--- src/rtl/pool_ctrl_pkg.sv ---
`default_nettype none
// ============================================================================
// Module      : pool_ctrl_pkg
// Description : Shared data width, sequencer state encoding and counter sizing
//               helper for the pooling sequencer.
// Revision    : 1.0 - initial release
// ============================================================================
package pool_ctrl_pkg;

    localparam int DATA_BITS = 8;

    typedef enum logic [2:0] {
        POOL_IDLE = 3'd0,
        POOL_RD   = 3'd1,
        POOL_LAST = 3'd2,
        POOL_WR   = 3'd3,
        POOL_DONE = 3'd4
    } pool_state_t;

    // Counter width able to hold 0..n-1, never narrower than one bit.
    function automatic int cnt_width(input int n);
        return (n > 1) ? $clog2(n) : 1;
    endfunction

endpackage
`default_nettype wire

--- src/rtl/pool_addr_gen.sv ---
`default_nettype none
// ============================================================================
// Module      : pool_addr_gen
// Description : Window/sample counters and SRAM address generation for the
//               2x2 stride-2 pooling walk.
// Revision    : 1.0 - initial release
// ============================================================================
module pool_addr_gen
    import pool_ctrl_pkg::*;
#(
    parameter int IMG_W     = 8,
    parameter int IMG_H     = 8,
    parameter int ADDR_BITS = 10
) (
    input  logic                 clk,
    input  logic                 rst_n,
    input  logic                 load,
    input  logic                 k_step,
    input  logic                 win_step,
    input  logic [ADDR_BITS-1:0] in_base,
    input  logic [ADDR_BITS-1:0] out_base,
    output logic                 last_k,
    output logic                 last_win,
    output logic [ADDR_BITS-1:0] rd_addr,
    output logic [ADDR_BITS-1:0] wr_addr
);

    localparam int c_COLS = IMG_W / 2;
    localparam int c_ROWS = IMG_H / 2;
    localparam int c_CW   = cnt_width(c_COLS);
    localparam int c_RW   = cnt_width(c_ROWS);
    localparam logic [c_CW-1:0] c_C_LAST = c_CW'(c_COLS - 1);
    localparam logic [c_RW-1:0] c_R_LAST = c_RW'(c_ROWS - 1);

    logic [1:0]           r_k;
    logic [c_CW-1:0]      r_c;
    logic [c_RW-1:0]      r_r;
    logic [ADDR_BITS-1:0] r_in_base;
    logic [ADDR_BITS-1:0] r_out_base;

    logic [ADDR_BITS-1:0] w_rd_row;
    logic [ADDR_BITS-1:0] w_rd_col;
    logic [ADDR_BITS-1:0] w_wr_row;
    logic [ADDR_BITS-1:0] w_wr_col;

    always_ff @(posedge clk or negedge rst_n) begin
        if (!rst_n) begin
            r_k        <= '0;
            r_c        <= '0;
            r_r        <= '0;
            r_in_base  <= '0;
            r_out_base <= '0;
        end else if (load) begin
            r_k        <= '0;
            r_c        <= '0;
            r_r        <= '0;
            r_in_base  <= in_base;
            r_out_base <= out_base;
        end else begin
            if (k_step) begin
                r_k <= r_k + 2'd1;
            end
            if (win_step) begin
                if (r_c == c_C_LAST) begin
                    r_c <= '0;
                    r_r <= (r_r == c_R_LAST) ? '0 : r_r + c_RW'(1);
                end else begin
                    r_c <= r_c + c_CW'(1);
                end
            end
        end
    end

    // {r,k[1]} is the pixel row 2r+k[1]; {c,k[0]} is the pixel column 2c+k[0].
    always_comb begin
        w_rd_row = ADDR_BITS'({r_r, r_k[1]});
        w_rd_col = ADDR_BITS'({r_c, r_k[0]});
        w_wr_row = ADDR_BITS'(r_r);
        w_wr_col = ADDR_BITS'(r_c);
    end

    assign rd_addr  = r_in_base + w_rd_row * ADDR_BITS'(IMG_W) + w_rd_col;
    assign wr_addr  = r_out_base + w_wr_row * ADDR_BITS'(c_COLS) + w_wr_col;
    assign last_k   = (r_k == 2'd3);
    assign last_win = (r_c == c_C_LAST) && (r_r == c_R_LAST);

endmodule
`default_nettype wire

--- src/rtl/pool_ctrl.sv ---
`default_nettype none
// ============================================================================
// Module      : pool_ctrl
// Description : Sequencer driving input SRAM reads, the Pooling max unit and
//               output SRAM writes over 2x2 stride-2 windows.
// Revision    : 1.0 - initial release
// ============================================================================
module pool_ctrl
    import pool_ctrl_pkg::*;
#(
    parameter int IMG_W     = 8,
    parameter int IMG_H     = 8,
    parameter int ADDR_BITS = 10
) (
    input  logic                 clk,
    input  logic                 rst_n,
    input  logic                 start,
    input  logic [ADDR_BITS-1:0] in_base,
    input  logic [ADDR_BITS-1:0] out_base,
    output logic                 busy,
    output logic                 done,
    output logic                 rd_en,
    output logic [ADDR_BITS-1:0] rd_addr,
    output logic                 pool_en,
    input  logic [DATA_BITS-1:0] pool_data,
    output logic                 wr_en,
    output logic [ADDR_BITS-1:0] wr_addr,
    output logic [DATA_BITS-1:0] wr_data
);

    pool_state_t r_state;
    pool_state_t w_state_nxt;
    logic        r_pool_en;
    logic        w_load;
    logic        w_k_step;
    logic        w_win_step;
    logic        w_last_k;
    logic        w_last_win;

    pool_addr_gen #(
        .IMG_W     (IMG_W),
        .IMG_H     (IMG_H),
        .ADDR_BITS (ADDR_BITS)
    ) u_addr_gen (
        .clk      (clk),
        .rst_n    (rst_n),
        .load     (w_load),
        .k_step   (w_k_step),
        .win_step (w_win_step),
        .in_base  (in_base),
        .out_base (out_base),
        .last_k   (w_last_k),
        .last_win (w_last_win),
        .rd_addr  (rd_addr),
        .wr_addr  (wr_addr)
    );

    always_ff @(posedge clk or negedge rst_n) begin
        if (!rst_n) begin
            r_state <= POOL_IDLE;
        end else begin
            r_state <= w_state_nxt;
        end
    end

    // SRAM read latency is one cycle, so Pooling sees data one cycle after rd_en.
    always_ff @(posedge clk or negedge rst_n) begin
        if (!rst_n) begin
            r_pool_en <= 1'b0;
        end else begin
            r_pool_en <= (r_state == POOL_RD);
        end
    end

    always_comb begin
        w_state_nxt = r_state;
        w_load      = 1'b0;
        w_k_step    = 1'b0;
        w_win_step  = 1'b0;
        rd_en       = 1'b0;
        wr_en       = 1'b0;
        busy        = 1'b0;
        done        = 1'b0;
        case (r_state)
            POOL_IDLE: begin
                if (start) begin
                    w_load      = 1'b1;
                    w_state_nxt = POOL_RD;
                end
            end
            POOL_RD: begin
                busy     = 1'b1;
                rd_en    = 1'b1;
                w_k_step = 1'b1;
                if (w_last_k) begin
                    w_state_nxt = POOL_LAST;
                end
            end
            POOL_LAST: begin
                busy        = 1'b1;
                w_state_nxt = POOL_WR;
            end
            POOL_WR: begin
                busy        = 1'b1;
                wr_en       = 1'b1;
                w_win_step  = 1'b1;
                w_state_nxt = w_last_win ? POOL_DONE : POOL_RD;
            end
            POOL_DONE: begin
                done        = 1'b1;
                w_state_nxt = POOL_IDLE;
            end
            default: begin
                w_state_nxt = POOL_IDLE;
            end
        endcase
    end

    assign pool_en = r_pool_en;
    assign wr_data = pool_data;

endmodule
`default_nettype wire

--- config.mk ---
export PLATFORM = sky130hd
export DESIGN_NAME = pool_ctrl
export DESIGN_NICKNAME = d
export VERILOG_FILES = /design/src/rtl/pool_ctrl_pkg.sv /design/src/rtl/pool_addr_gen.sv /design/src/rtl/pool_ctrl.sv
export SDC_FILE = /design/constraint.sdc
export NUM_CORES = 1
export LEC_CHECK = 0
export CAP_MARGIN = 40
export CORE_MARGIN = 5
export CORE_UTILIZATION = 35
export CTS_BUF_LIST = sky130_fd_sc_hd__clkbuf_8 sky130_fd_sc_hd__clkbuf_16
export DETAILED_ROUTE_END_ITERATION = 7
export HOLD_SLACK_MARGIN = 0.05
export SYNTH_ARGS = -nofsm -noshare
export SYNTH_HDL_FRONTEND = slang
export SYNTH_SLANG_ARGS = --single-unit
--- constraint.sdc ---
create_clock -name clk -period 5.05 [get_ports clk]
set_clock_uncertainty 0.1 [all_clocks]
set_input_delay 1.01 -clock clk [delete_from_list [all_inputs] [get_ports clk]]
set_output_delay 1.01 -clock clk [all_outputs]
set_load 0.03 [all_outputs]
# Word-level counts from Yosys, hierarchy flattened
# Index checks and enable logic that the tools add are counted.
# classes
n_addsub,7
mul,0
div,0
magnitude_cmp,0
n_eq_ne,9
n_shift,0
mux,19
n_bitwise,0
n_reduce_logical,8
# ops
op,n
2-to-1 mux 2 bit,9
case mux 3 bit (4 select lines),1
adder 10 x 2 -> 10 bit,1
adder 10 x 3 -> 10 bit,1
adder 10 x 4 -> 10 bit,1
adder 10 x 6 -> 10 bit,1
2-to-1 mux 3 bit,3
adder 2 x 1 -> 2 bit (second input constant),3
== test 2 bit (second input constant),3
== test 3 x 2 -> 1 bit (second input constant),2
2-to-1 mux 1 bit,6
nonzero test 2 bit,3
AND reduction 2 bit,2
== test 3 x 1 -> 1 bit (second input constant),1
== test 3 bit (second input constant),1
zero test 3 bit,1
OR reduction 3 bit,1
inequality test 2 x 1 -> 1 bit (second input constant),1
inequality test 2 bit (second input constant),1
logical AND 1 bit,1
# word_totals
ff_bits,30
latchBits,0
mem_bits_rw,0
romBits,0
input_bits,31
mem_count,0

# Logic depth before layout (Yosys ltp)
# Gate-level depths: netlist of run 1.
# logic_depth
word_depth,5
ltp_mapped,7
mapped_depth_nobuf,7

# Modules after synthesis
# Synthesis of run 1 repeated with hierarchy kept, for this count alone.
# unflattened
cells_unflattened,179
area_unflattened_um2,1874.3
# by_module_without_submodules
mod,n_inst,cells_each,area_each_um2,seq_area_each_um2
pool_addr_gen,1,153,1621.6,650.6
pool_ctrl,1,26,252.7,100.1

# Worst setup path before layout of run 1
# No wires, ideal clock.
# synth_path
kind,register -> output
start,reg u_addr_gen.r_k[0]
end,out rd_addr[8]
t_arrival_ns,1.921
t_required_ns,3.940
setup_slack_ns,2.019
path_stages_with_launch,8
path_buffers,0
cell_sequence,dfrtp_1 -> ha_1 -> inv_1 -> fa_1 -> nor2b_4 -> o31a_1 -> or4b_1 -> nand3_1
# synth_via
elab_chain_len,1
# synth_lines
item,line_no,text
from (decl),pool_addr_gen.sv:35,logic [1:0] r_k;
from (signal assigned),pool_addr_gen.sv:61,r_k <= r_k + 2'd1;
adder 10 x 3 -> 10 bit,pool_addr_gen.sv:82,assign rd_addr = r_in_base + w_rd_row * ADDR_BITS'(IMG_W) + w_rd_col;
to (decl),pool_ctrl.sv:23,"output logic [ADDR_BITS-1:0] rd_addr,"
# No other way between the ends.

# Worst setup path after layout of run 1
# Same ends and word-level chain as after synthesis.

==> impl_metrics.env, run 1 <==
export IMPL_status="finished clean"
export IMPL_finalHoldViolCount=0
export IMPL_irDropWorstVdd_v=0.000380
export IMPL_dieWidth_um=83.2
export IMPL_antenna_left=0
export IMPL_critPathMaxFanout=5
export IMPL_first_pass_iters=4
export IMPL_wl_per_cell_um=13.0
export IMPL_synth_adder_area_share_pct=10.8
export IMPL_synth_top_area_cell="dfrtp_1"
export IMPL_postCtsSetupBuffers=0
export IMPL_critPathKind="reg -> out"
export IMPL_finalCoreUtilization_pct=47.1
export IMPL_design_area_sq_mm=0.00244
export IMPL_ys_ff_latch=30
export IMPL_crit_family="buffers and inverters"
export IMPL_cts_root_buf="clkbuf_8"
export IMPL_hold_ws_ps=411
export IMPL_antenna_found_initial=0
export IMPL_ff2ff_path_depth=3
export IMPL_numCtsBuffers=5
export IMPL_clkLatencyLatePin_ps=270
export IMPL_cp_cell_sequence="ha_1 > inv_1 > fa_1 > nor2b_4 > o31a_1 > or4b_1 > nand3_1 > clkdlybuf4s50_1"
export IMPL_syn_area_sq_mm=0.00188
export IMPL_holdPathStages=1
export IMPL_path_buf_inv=2
export IMPL_gp_congestion=0.780
export IMPL_overflow=0
export IMPL_leakage_nw=1.02
export IMPL_synth_seq_area_share_pct=40.0
export IMPL_viasPerCell=4.86
export IMPL_maxSlewHeadroom_pct=58.2
export IMPL_coreArea_sq_mm=0.00517
export IMPL_cts_clk_slew_worst_paths_ps=60
export IMPL_grt_pass1_wl_mm=6.67
export IMPL_nets=267
export IMPL_finalMaxSlewViolations=0
export IMPL_startpoint_type="flip-flop"
export IMPL_cp_depth=8
export IMPL_tns_ps=0
export IMPL_drive_above_1_share_pct=12.7
export IMPL_synth_distinct_cells=38
export IMPL_numPortBuffers=47
export IMPL_synth_warnings=0
export IMPL_syn2layout_area_growth_pct=29.8
export IMPL_synth_top_area_share_pct=40.0
export IMPL_period_minus_slack_ps=3880
export IMPL_synth_simple_gate_area_share_pct=16.0
export IMPL_antennaDiodeCount=0
export IMPL_cts_tree="built"
export IMPL_routed_wl_mm=3.79
export IMPL_drc=0
export IMPL_synth_top_family_by_area="simple AND/OR/NAND/NOR gates"
export IMPL_crit_path_end_kind="output pin"
export IMPL_dp_hpwl_mm=2.85
export IMPL_synth_cells=178
export IMPL_vias=1414
export IMPL_die_y_um=83.2
export IMPL_ctsResizeCount=0
export IMPL_worstMarginPinSlew_ps=626
export IMPL_top_level_ports=64
export IMPL_worst_ep_arrival_time_ps=2770
export IMPL_final_cell_count_no_fill=291
export IMPL_crit_slowest_cell="clkdlybuf4s50_1"
export IMPL_finalSetupViolCount=0
export IMPL_grt_max_degree=31
export IMPL_required_ps=3940
export IMPL_syn_nets=224
export IMPL_initialDrtViolationCount=30
export IMPL_synth_xor_area_share_pct=5.60
export IMPL_place_area_sq_mm=0.00236
export IMPL_grt_usage_pct=11.7
export IMPL_synth_area_top_cells="dfrtp_1, mux2_2, ha_1"
export IMPL_powerDensity_mw_per_mm2=816
export IMPL_htree_levels=2
export IMPL_slowest_delay_ps=660
export IMPL_max_cap_viol_count=0
export IMPL_cts_sinks=30
export IMPL_initial_core_util_pct=36.3
export IMPL_dieArea_sq_mm=0.00693
export IMPL_rows=26
export IMPL_period_share_pct=76.9
export IMPL_hold_path_class="reg -> reg"
export IMPL_clock_fmax_mhz=258
export IMPL_cts_buffer_depth=2
export IMPL_grt_pass1_vias=1418
export IMPL_holdBufCountCts=0
export IMPL_place_inst=284
export IMPL_syn_area_per_cell_sq_um=10.5
export IMPL_synthMuxAreaShare_pct=12.4
export IMPL_synth_compound_area_share_pct=8.73
export IMPL_rsz0062_at_grt="no"
==> report_power, final <==
| part | total [mW] | switching, mW | internal [mW] |
|---|---|---|---|
| clock network | 0.172 | 0.0818 | 0.0905 |
| logic | 1.35 | 0.734 | 0.618 |
| registers | 0.463 | 0.110 | 0.353 |
==> placed cells by master (no fill, tap or decap), types with 2 or more instances in the layout <==
master	netlist	routed
clkdlybuf4s50_1	0	47
dfrtp_1	30	30
mux2_2	18	18
nor2_1	13	13
ha_1	13	13
nand2_1	11	11
nand3_1	10	10
a21oi_1	9	9
xnor2_1	9	9
inv_1	6	8
o21ai_0	5	5
clkbuf_8	0	5
nor3b_1	4	4
and3_1	3	3
o211ai_1	3	3
xor2_1	3	3
mux2i_1	3	3
o21a_1	2	2
a41oi_1	2	2
nor3_1	2	2
nor2b_1	2	2
fa_1	2	2
buf_4	11	2
==> area by class of cell <==
cell class / instances / area (sq um)
well taps: 70 / 87.6
clock inverters: 2 / 7.51
multi-input cells: 129 / 1010
fillers: 494 / 2740
repair buffers: 49 / 485
inverters: 6 / 22.5
clock buffers: 5 / 68.8
flip-flops and latches: 30 / 751
==> synthesized netlist by cell type <==
cell / number
or2_2: 1
nor2_1: 13
o31a_1: 1
nor3b_1: 4
xnor2_1: 9
nor2b_4: 1
fa_1: 2
a211oi_1: 1
nand3_1: 10
nand2_1: 11
nor3_1: 2
mux2_2: 18
xor2_1: 3
and3_1: 3
mux2i_1: 3
o21bai_1: 1
dfrtp_1: 30
buf_4: 11
or2b_1: 1
nand3b_1: 1
o2111ai_1: 1
or3_1: 1
ha_1: 13
inv_1: 6
or4b_1: 1
a31oi_1: 1
nor4b_2: 1
and2_1: 1
a41oi_1: 2
or4_1: 1
o211ai_1: 3
a21oi_1: 9
buf_6: 1
buf_2: 1
and3b_1: 1
nor2b_1: 2
o21a_1: 2
o21ai_0: 5
==> kinds of logic (layout without fill, tap and decap cells) <==
group	Yosys count	in the layout
adder cells (fa/ha/maj)	15	15
flip-flops	30	30
buffers and inverters	19	62
AND/OR/NAND/NOR	55	55
multiplexers	21	21
AO/OA/AOI/OAI	26	26
XOR/XNOR	12	12
==> layer usage <==
layer	routed length (um)	up-vias	track usage, %	share of wire [%]
met5	0	-	0	0
met4	37	0	4.16	0.98
met3	318	5	5.05	8.4
met2	1600	41	17.1	42
met1	1840	660	15.5	48
li1	-	708	-	-
==> path summary, 6_finish.rpt <==
kind	startpoint	endpoint	slack [ps]
max	u_addr_gen.r_k[0]	rd_addr[8]	1170
max reg2reg	r_state[2]	u_addr_gen.r_out_base[4]	3100
min	u_addr_gen.r_out_base[3]	u_addr_gen.r_out_base[3]	410
min in group asynchronous	rst_n	u_addr_gen.r_in_base[1]	1030
min reg2reg	u_addr_gen.r_out_base[3]	u_addr_gen.r_out_base[3]	410
max in group asynchronous	rst_n	u_addr_gen.r_out_base[5]	3530
==> through the flow <==
stage	setup slack, ps	total power, mW
after global routing	1020	2.14
after detailed placement	1470	1.84
after floorplan	2020	1.38
after global placement	1480	1.83
final	1170	1.99
after CTS	1150	2.02
==> registers in the layout, summed over array words and instances, names as in the netlist <==
name,cells
u_addr_gen.r_r,2
r_state,3
u_addr_gen.r_k,2
u_addr_gen.r_out_base,10
u_addr_gen.r_c,2
u_addr_gen.r_in_base,10
pool_en,1
(Power assumes the default switching activity.)
==> inputs of run 2 (changes only) <==
--- a/config.mk
+++ b/config.mk
@@ -11,6 +11,7 @@
 export CTS_BUF_LIST = sky130_fd_sc_hd__clkbuf_8 sky130_fd_sc_hd__clkbuf_16
 export DETAILED_ROUTE_END_ITERATION = 7
 export HOLD_SLACK_MARGIN = 0.05
+export PLACE_DENSITY = 0.67
 export SYNTH_ARGS = -nofsm -noshare
 export SYNTH_HDL_FRONTEND = slang
 export SYNTH_SLANG_ARGS = --single-unit
==> constraint.sdc (replaced) <==
create_clock -name clk -period 3.45 [get_ports clk]
set_clock_uncertainty 0.1 [all_clocks]
set_input_delay 0.69 -clock clk [delete_from_list [all_inputs] [get_ports clk]]
set_output_delay 0.69 -clock clk [all_outputs]
set_load 0.03 [all_outputs]
==> run 2 against run 1 <==
Clock power increased to 2.6 times the previous value. Sequential share of layout area decreased by 1.0 points. Critical path depth is the same.
==> impl_metrics.env, run 2 (same netlist as run 1, synthesis figures left out) <==
export IMPL_status="finished clean"
export IMPL_required_ps=2660
export IMPL_numCtsBuffers=5
export IMPL_first_pass_iters=5
export IMPL_gp_congestion=0.771
export IMPL_numPortBuffers=47
export IMPL_clkLatencyLatePin_ps=280
export IMPL_drt_met1_wl_mm=1.84
export IMPL_crit_path_start="u_addr_gen.r_k[0]"
export IMPL_coreArea_sq_mm=0.00517
export IMPL_crit_path_end_kind="output pin"
export IMPL_htree_levels=2
export IMPL_multi_input_area_sq_mm=0.00101
export IMPL_r2r_start="r_state[2]"
export IMPL_clock_fmax_mhz=304
export IMPL_wl_met3_um=261
export IMPL_powerDensity_mw_per_mm2=1230
export IMPL_drive_above_1_share_pct=14.7
export IMPL_cts_tree="built"
export IMPL_final_common_cell="clkdlybuf4s50_1"
export IMPL_antenna_left=0
export IMPL_grt_pass1_vias=1454
export IMPL_period_minus_slack_ps=3290
export IMPL_drc=0
export IMPL_seq_area_sq_um=751
export IMPL_syn2layout_area_growth_pct=34.3
export IMPL_antennaDiodeCount=0
export IMPL_crit_slowest_cell="or4b_1"
export IMPL_design_area_sq_mm=0.00252
export IMPL_dp_hpwl_mm=2.87
export IMPL_cp_cell_sequence="ha_1 > inv_1 > fa_1 > nor2b_4 > o31a_1 > or4b_1 > nand3_1 > dlygate4sd2_1"
export IMPL_wl_per_cell_um=13.2
export IMPL_cts_sinks=30
export IMPL_grt_max_degree=31
export IMPL_slowest_delay_ps=470
export IMPL_initialDrtViolationCount=56
export IMPL_max_cap_viol_count=0
export IMPL_critPathMaxFanout=5
export IMPL_place_area_sq_mm=0.00237
export IMPL_vias=1416
export IMPL_dr_wl_met2_mm=1.71
export IMPL_hold_path_class="reg -> reg"
export IMPL_min_to="u_addr_gen.r_out_base[3]"
export IMPL_rrSetupSlack_ps=1720
export IMPL_startpoint_type="flip-flop"
export IMPL_finalSetupViolCount=0
export IMPL_tns_ps=0
export IMPL_worst_ep_arrival_time_ps=2500
export IMPL_rsz0062_at_grt="no"
export IMPL_cts_clk_slew_worst_paths_ps=70
export IMPL_reg2reg_to="u_addr_gen.r_out_base[0]"
export IMPL_leakage_nw=1.09
export IMPL_cts_root_buf="clkbuf_8"
export IMPL_nets=269
export IMPL_overflow=0
export IMPL_grt_pass1_wl_mm=6.89
export IMPL_ff2ff_path_depth=3
export IMPL_dieWidth_um=83.2
export IMPL_final_cell_mix="clkdlybuf4s50_1, dfrtp_1, mux2_2, nor2_1, ha_1"
export IMPL_die_y_um=83.2
export IMPL_dieArea_sq_mm=0.00693
export IMPL_top_level_ports=64
export IMPL_highest_layer="met4"
export IMPL_nFillCells=479
export IMPL_critPathKind="reg -> out"
export IMPL_postCtsSetupBuffers=0
export IMPL_antenna_found_initial=0
export IMPL_irDropWorstVdd_v=0.000793
export IMPL_hold_ws_ps=418
export IMPL_finalMaxSlewViolations=0
export IMPL_viasPerCell=4.82
export IMPL_finalHoldViolCount=0
export IMPL_maxSlewHeadroom_pct=74.6
export IMPL_hp_start="u_addr_gen.r_out_base[3]"
export IMPL_holdPathStages=1
export IMPL_cts_buffer_depth=2
export IMPL_timing_final_ws_setup_ps=157
export IMPL_period_share_pct=95.5
export IMPL_worstMarginPinSlew_ps=382
export IMPL_place_ws_ps=167
export IMPL_grt_usage_pct=12.0
export IMPL_rows=26
export IMPL_reg_top3="u_addr_gen.r_in_base (10), u_addr_gen.r_out_base (10), r_state (3)"
export IMPL_initial_core_util_pct=36.3
export IMPL_routed_wl_mm=3.87
-- run 2: through the flow --
| stage | instances | total power, mW | util [%] |
|---|---|---|---|
| finish | 294 | 3.09 | 48.7 |
| global route | 294 | 3.32 | 48.7 |
| CTS | 294 | 3.13 | 48.6 |
| detailed placement | 286 | 2.70 | 45.9 |
| global placement | 286 | 2.67 | 45.9 |
| floorplan | 178 | 2.02 | - |
-- run 2: worst max-delay path by stage --
| stage | to | slack [ps] | cells past startpoint |
|---|---|---|---|
| 6_report | rd_addr[8] | 160 | 8 |
| 5_1_grt | wr_addr[9] | 7 | 6 |
| 4_1_cts | wr_addr[4] | 70 | 6 |
| 3_5_place_dp | rd_addr[8] | 170 | 8 |
| 3_3_place_gp | rd_addr[8] | 200 | 8 |
| 2_1_floorplan | rd_addr[8] | 740 | 7 |
-- run 2: final cells by class --
type	count	area share, %
inverters	6	0.894
flip-flops and latches	30	29.8
clock inverters	2	2.38
well taps	70	3.48
clock buffers	6	3.28
multi-input cells	129	40.2
repair buffers	51	20.0
-- run 2: power breakdown --
| group | switching [mW] | internal, mW |
|---|---|---|
| Sequential | 0.155 | 0.516 |
| Clock | 0.135 | 0.308 |
| Combinational | 1.09 | 0.887 |
-- run 2: worst max-delay path, delay by kind of cell (launching register included) --
kind / cells / cell delay [ps]
adder cells (fa/ha/maj): 2 / 450
buffers and inverters: 2 / 470
flip-flops: 1 / 410
AO/OA/AOI/OAI: 1 / 290
AND/OR/NAND/NOR: 3 / 610
-- run 2: metal layers --
layer	global-route usage, %	vias to the layer above
li1	-	715
met1	16.2	649
met2	17.7	45
met3	4.16	7
met4	4.16	0
met5	0	-
-- run 2: what timing repair did --
| action | in CTS | in global routing |
|---|---|---|
| hold buffers | 0 | 0 |
| resized for setup | 4 | 3 |
| setup endpoints to repair | 4 | 3 |
==> inputs of run 3 (changes only) <==
--- a/config.mk
+++ b/config.mk
@@ -9,6 +9,7 @@
 export CORE_MARGIN = 5
 export CORE_UTILIZATION = 35
 export CTS_BUF_LIST = sky130_fd_sc_hd__clkbuf_8 sky130_fd_sc_hd__clkbuf_16
+export CTS_CLUSTER_SIZE = 8
 export DETAILED_ROUTE_END_ITERATION = 7
 export HOLD_SLACK_MARGIN = 0.05
 export PLACE_DENSITY = 0.67
==> results of run 3 <==
The final DEF is identical to that of run 2; final timing and power are the same.
==> edit 1: new RTL, flow settings as in run 2 <==
Re-encode `pool_state_t` (5 states) as one-hot, 5 bits wide.
--- a/src/rtl/pool_ctrl_pkg.sv
+++ b/src/rtl/pool_ctrl_pkg.sv
@@ -9,12 +9,12 @@
 
     localparam int DATA_BITS = 8;
 
-    typedef enum logic [2:0] {
-        POOL_IDLE = 3'd0,
-        POOL_RD   = 3'd1,
-        POOL_LAST = 3'd2,
-        POOL_WR   = 3'd3,
-        POOL_DONE = 3'd4
+    typedef enum logic [4:0] {
+        POOL_IDLE = 5'b00001,
+        POOL_RD   = 5'b00010,
+        POOL_LAST = 5'b00100,
+        POOL_WR   = 5'b01000,
+        POOL_DONE = 5'b10000
     } pool_state_t;
 
     // Counter width able to hold 0..n-1, never narrower than one bit.
Check against the original RTL: no difference found for any inputs over 10 cycles, from zero or initial values and one cycle with rst_n low; not proved beyond that.
==> edit 1 against run 2 <==
- worst hold slack got worse by 0.0031 ns
- core utilization fell by 1.8 points
- worst setup slack improved by 0.059 ns
- design area rose by 2.5%
- critical path depth fell by 1
- sequential cell count rose by 2
- area after synthesis rose by 5.7%
- wire length rose by 3.9%
- total power fell by 27%
- critical endpoint is now rd_addr[5]
- highest routed layer unchanged
==> edit 1: results (changes against run 2) <==
[global_route]
grt_use_met2_pct=18.01  ; +0.30 points
track_usage_pct=11.36  ; -0.61 points
grt_pass1_vias=1482  ; +1.9%
met1_usage_pct=14.89  ; -1.3 points
grt_max_degree=33  ; +6.5%
grtUsageMet3_pct=3.883  ; -0.27 points

[critical_path]
r2r-start=r_state[1]
reg2reg_to=u_addr_gen.r_in_base[3]
path_delay_family=buffers and inverters
rrSetupSlack_ns=1.47  ; -0.25 ns
arrival_ns=2.44  ; -0.06 ns
max_stage_delay_ns=0.69  ; +0.22 ns

[placement]
dp_hpwl_um=3026  ; +5.6%
placed_cells=303  ; +5.9%
gp_congestion=0.6983  ; -9.4%
pre_cts_ws_ns=0.05646  ; -0.1101 ns

[detailed_routing]
wl_met3_um=236  ; -9.6%
via_per_inst=4.833  ; +0.34%
route.met2.wl_um=1916  ; +12%
met1Wirelength_um=1865  ; +1.3%

[hold_path]
min_to=u_addr_gen.r_in_base[3]
min_from=u_addr_gen.r_in_base[3]

[yosys]
ys_seq_area_share_pct=40.44  ; +0.44 points
yosysUniqueCellTypes=41  ; +7.9%
synth_common_cells=31 x dfrtp_1, 18 x mux2_2, 13 x ha_1, 13 x nand2_1, 13 x nor2_1
synth.avg_cell_area_um2=10.44  ; -1.0%

[run_status]
status=complete, no violations

[layout]
reg_top3=u_addr_gen.r_in_base: 10 flops, u_addr_gen.r_out_base: 10 flops, r_state: 5 flops
num-fill-cells=546  ; +14%

edit 1: cell types whose count changed after synthesis, moves of 2 or more:
cell	run 2	this run
inv_1	6	9
nand3_1	10	12
xnor2_1	9	7
o21ai_0	5	7
nand2_1	11	13
or4b_2	0	2
or3_1	1	3
xor2_1	3	5
buf_4	11	8
edit 1: power breakdown:
group,switching [mW],internal (mW)
registers,0.137,0.526
logic,0.690,0.594
clock network,0.138,0.159
total,0.965,1.28
edit 1: stage by stage:
stage	hold WS, ns	power (mW)	area (um2)
6_report	0.4145	2.243	2584
5_1_grt	0.4315	2.402	2584
4_1_cts	0.4187	2.288	2579
3_5_place_dp	0.4049	1.999	2491
3_3_place_gp	0.3961	1.976	2491
2_1_floorplan	0.2944	1.556	1983
edit 1: logic make-up after synthesis:
logic type / share of synthesized area [%]
and+or+nand+nor: 16.22
DFF: 40.44
AOI/OAI and AO/OA: 9.275
muxes: 12.30
buffers and inverters: 6.246
adders and majority gates: 10.22
xor gates and xnor gates: 5.300
edit 1: worst max-delay path by stage:
stage / start / to / slack [ns]
after global routing: u_addr_gen.r_c[0] / rd_addr[5] / 0.09
after global placement: u_addr_gen.r_k[0] / rd_addr[6] / 0.07
after detailed placement: u_addr_gen.r_k[0] / rd_addr[6] / 0.06
after floorplan: u_addr_gen.r_c[1] / rd_addr[6] / 0.62
after CTS: u_addr_gen.r_k[0] / rd_addr[6] / 0.004
final: u_addr_gen.r_c[0] / rd_addr[5] / 0.22
edit 1: area by class of cell:
class	count	area, um2	share of cell area [%]
clock inverter	2	10.01	0.3874
inverter	9	33.78	1.308
sequential	32	802.0	31.04
multi-input combinational	138	1057	40.92
clock buffer	6	82.58	3.196
timing repair buffer	52	508.0	19.66
tap	72	90.09	3.487
==> edit 2: new RTL, settings of run 2 <==
Made on the original files. `ADDR_BITS` is set to 10 in 2 places; all go to 11.
--- a/src/rtl/pool_addr_gen.sv
+++ b/src/rtl/pool_addr_gen.sv
@@ -10,7 +10,7 @@
 #(
     parameter int IMG_W     = 8,
     parameter int IMG_H     = 8,
-    parameter int ADDR_BITS = 10
+    parameter int ADDR_BITS = 11
 ) (
     input  logic                 clk,
     input  logic                 rst_n,
--- a/src/rtl/pool_ctrl.sv
+++ b/src/rtl/pool_ctrl.sv
@@ -10,7 +10,7 @@
 #(
     parameter int IMG_W     = 8,
     parameter int IMG_H     = 8,
-    parameter int ADDR_BITS = 10
+    parameter int ADDR_BITS = 11
 ) (
     input  logic                 clk,
     input  logic                 rst_n,
Interface: changed (resized in_base, out_base, rd_addr and wr_addr); port bits go from 64 to 68. The function was not compared with the original's and may differ.
==> edit 2 against run 2 <==
- via count grew 12%
- count of clock-buffer cells in the layout is the same
- worst setup slack gained 0.017 ns
- wire length grew 16%
- sequential cell count grew 2
- area after synthesis grew 8.7%
- design area grew 5.1%
- first-iteration DRC count grew 8.9%
- largest cell class unchanged
Power is not shown: default switching activity piles up to over one toggle a cycle in this logic, so the estimate is an artifact.
==> edit 2: results (changes against run 2) <==
[detailed_routing]
drcViolationCount=0  ; unchanged
drt_wl_total_um=4476  ; +16%
vias=1592  ; +12%
wire_per_inst_um=14.21  ; +7.9%
drt_iter0_markers=61  ; +8.9%
firstDrtPassIters=4  ; -1

[hold_path]
hold_class=flip-flop to flip-flop
holdPathStages=1  ; unchanged

[layout]
reg_top3=u_addr_gen.r_in_base: 11 flops, u_addr_gen.r_out_base: 11 flops, r_state: 3 flops
drive_gt1_share_pct=12.35  ; -2.4 points
nNetsFinal=290  ; +7.8%

[placement]
io_buffers=51  ; +8.5%
dp_hpwl_um=3415  ; +19%
placed_cells=307  ; +7.3%
gp_congestion=0.7328  ; -5.0%
place_area_um2=2550  ; +7.4%

[clock_network]
cts_root_buffer=clkbuf_8
clk_pin_slew_ns=0.07  ; about the same
cts_buffer_depth=2  ; unchanged
cts_buffers=5  ; unchanged

[critical_path]
slowest_stage=clkdlybuf4s50_1
rr_worst_depth=3  ; unchanged
path_delay_family=buffers and inverters
max_stage_delay_ns=0.69  ; +0.22 ns
arrival_ns=2.49  ; about the same

[yosys]
synth.avg_cell_area_um2=10.35  ; -1.8%
ys_async_sr_fraction_pct=100.0  ; unchanged
ys_seq_area_share_pct=39.26  ; -0.74 points
yosysUniqueCellTypes=43  ; +13%
netlist_top_cells_area=dfrtp_1 39%, mux2_2 9.4%, ha_1 8.0%
syn-num-nets=245  ; +9.4%
synth_common_cells=32 x dfrtp_1, 17 x mux2_2, 13 x ha_1, 13 x nor2_1

[global_route]
track_usage_pct=12.73  ; +0.76 points
grt_max_degree=33  ; +6.5%
grt_pass1_wl_um=7438  ; +8.0%

[run_status]
status=complete, no violations

[sta]
max_slew_margin_pct=72.27  ; -2.3 points

## edit 2: worst paths after layout
kind / from / end / slack (ns)
min in group asynchronous: rst_n / u_addr_gen.r_out_base[10] / 0.71
hold reg to reg: u_addr_gen.r_out_base[0] / u_addr_gen.r_out_base[0] / 0.42
max in group asynchronous: rst_n / u_addr_gen.r_out_base[0] / 2.24
setup / recovery: u_addr_gen.r_r[0] / wr_addr[9] / 0.17
setup reg to reg: r_state[2] / u_addr_gen.r_out_base[2] / 1.69
hold / removal: u_addr_gen.r_out_base[0] / u_addr_gen.r_out_base[0] / 0.42
## edit 2: final cells by class
cell class                      count  area (um2)
Fill cell                         556        2925
Multi-Input combinational cell    139        1092
Sequential cell                    32       800.8
Timing Repair Buffer               53       531.8
Tap cell                           72       90.09
Clock buffer                        6       82.58
Inverter                           11       41.29
Clock inverter                      2       10.01
## edit 2: cells by family after synthesis
logic type | share of synthesized area [%]
flip-flops | 39.26
AND/OR/NAND/NOR | 14.60
buffers and inverters | 7.178
multiplexers | 11.96
adder cells (fa/ha/maj) | 9.939
AO/OA/AOI/OAI | 11.90
XOR/XNOR | 5.153
## edit 2: per-stage QoR
step           hold slack [ns]  setup WS, ns  util (%)
2_1_floorplan           0.2944        0.2595         -
3_3_place_gp            0.4035        0.2870     45.75
3_5_place_dp            0.4059        0.2471     45.75
4_1_cts                 0.4208       0.02557     47.30
5_1_grt                 0.4444       0.04534     47.52
6_report                0.4166        0.1738     47.52
## edit 2: worst register-to-register path, stage by stage, from the launching register on
cell	delay [ns]
dfrtp_1	0.47
nor4b_4	0.29
buf_4	0.38
mux2_2	0.40
## edit 2: repair_timing
item	CTS	global route
pin swaps	0	0
gates cloned	0	0
resized for setup	5	5
setup endpoints to repair	5	5
buffers inserted	0	0
## edit 2: per-layer routing
metal,global-route usage [%],vias up,wire [um]
met2,19.12,51,1971
met1,16.50,751,2067
met5,0,-,0
met4,6.799,0,99
li1,-,783,-
met3,3.612,7,338
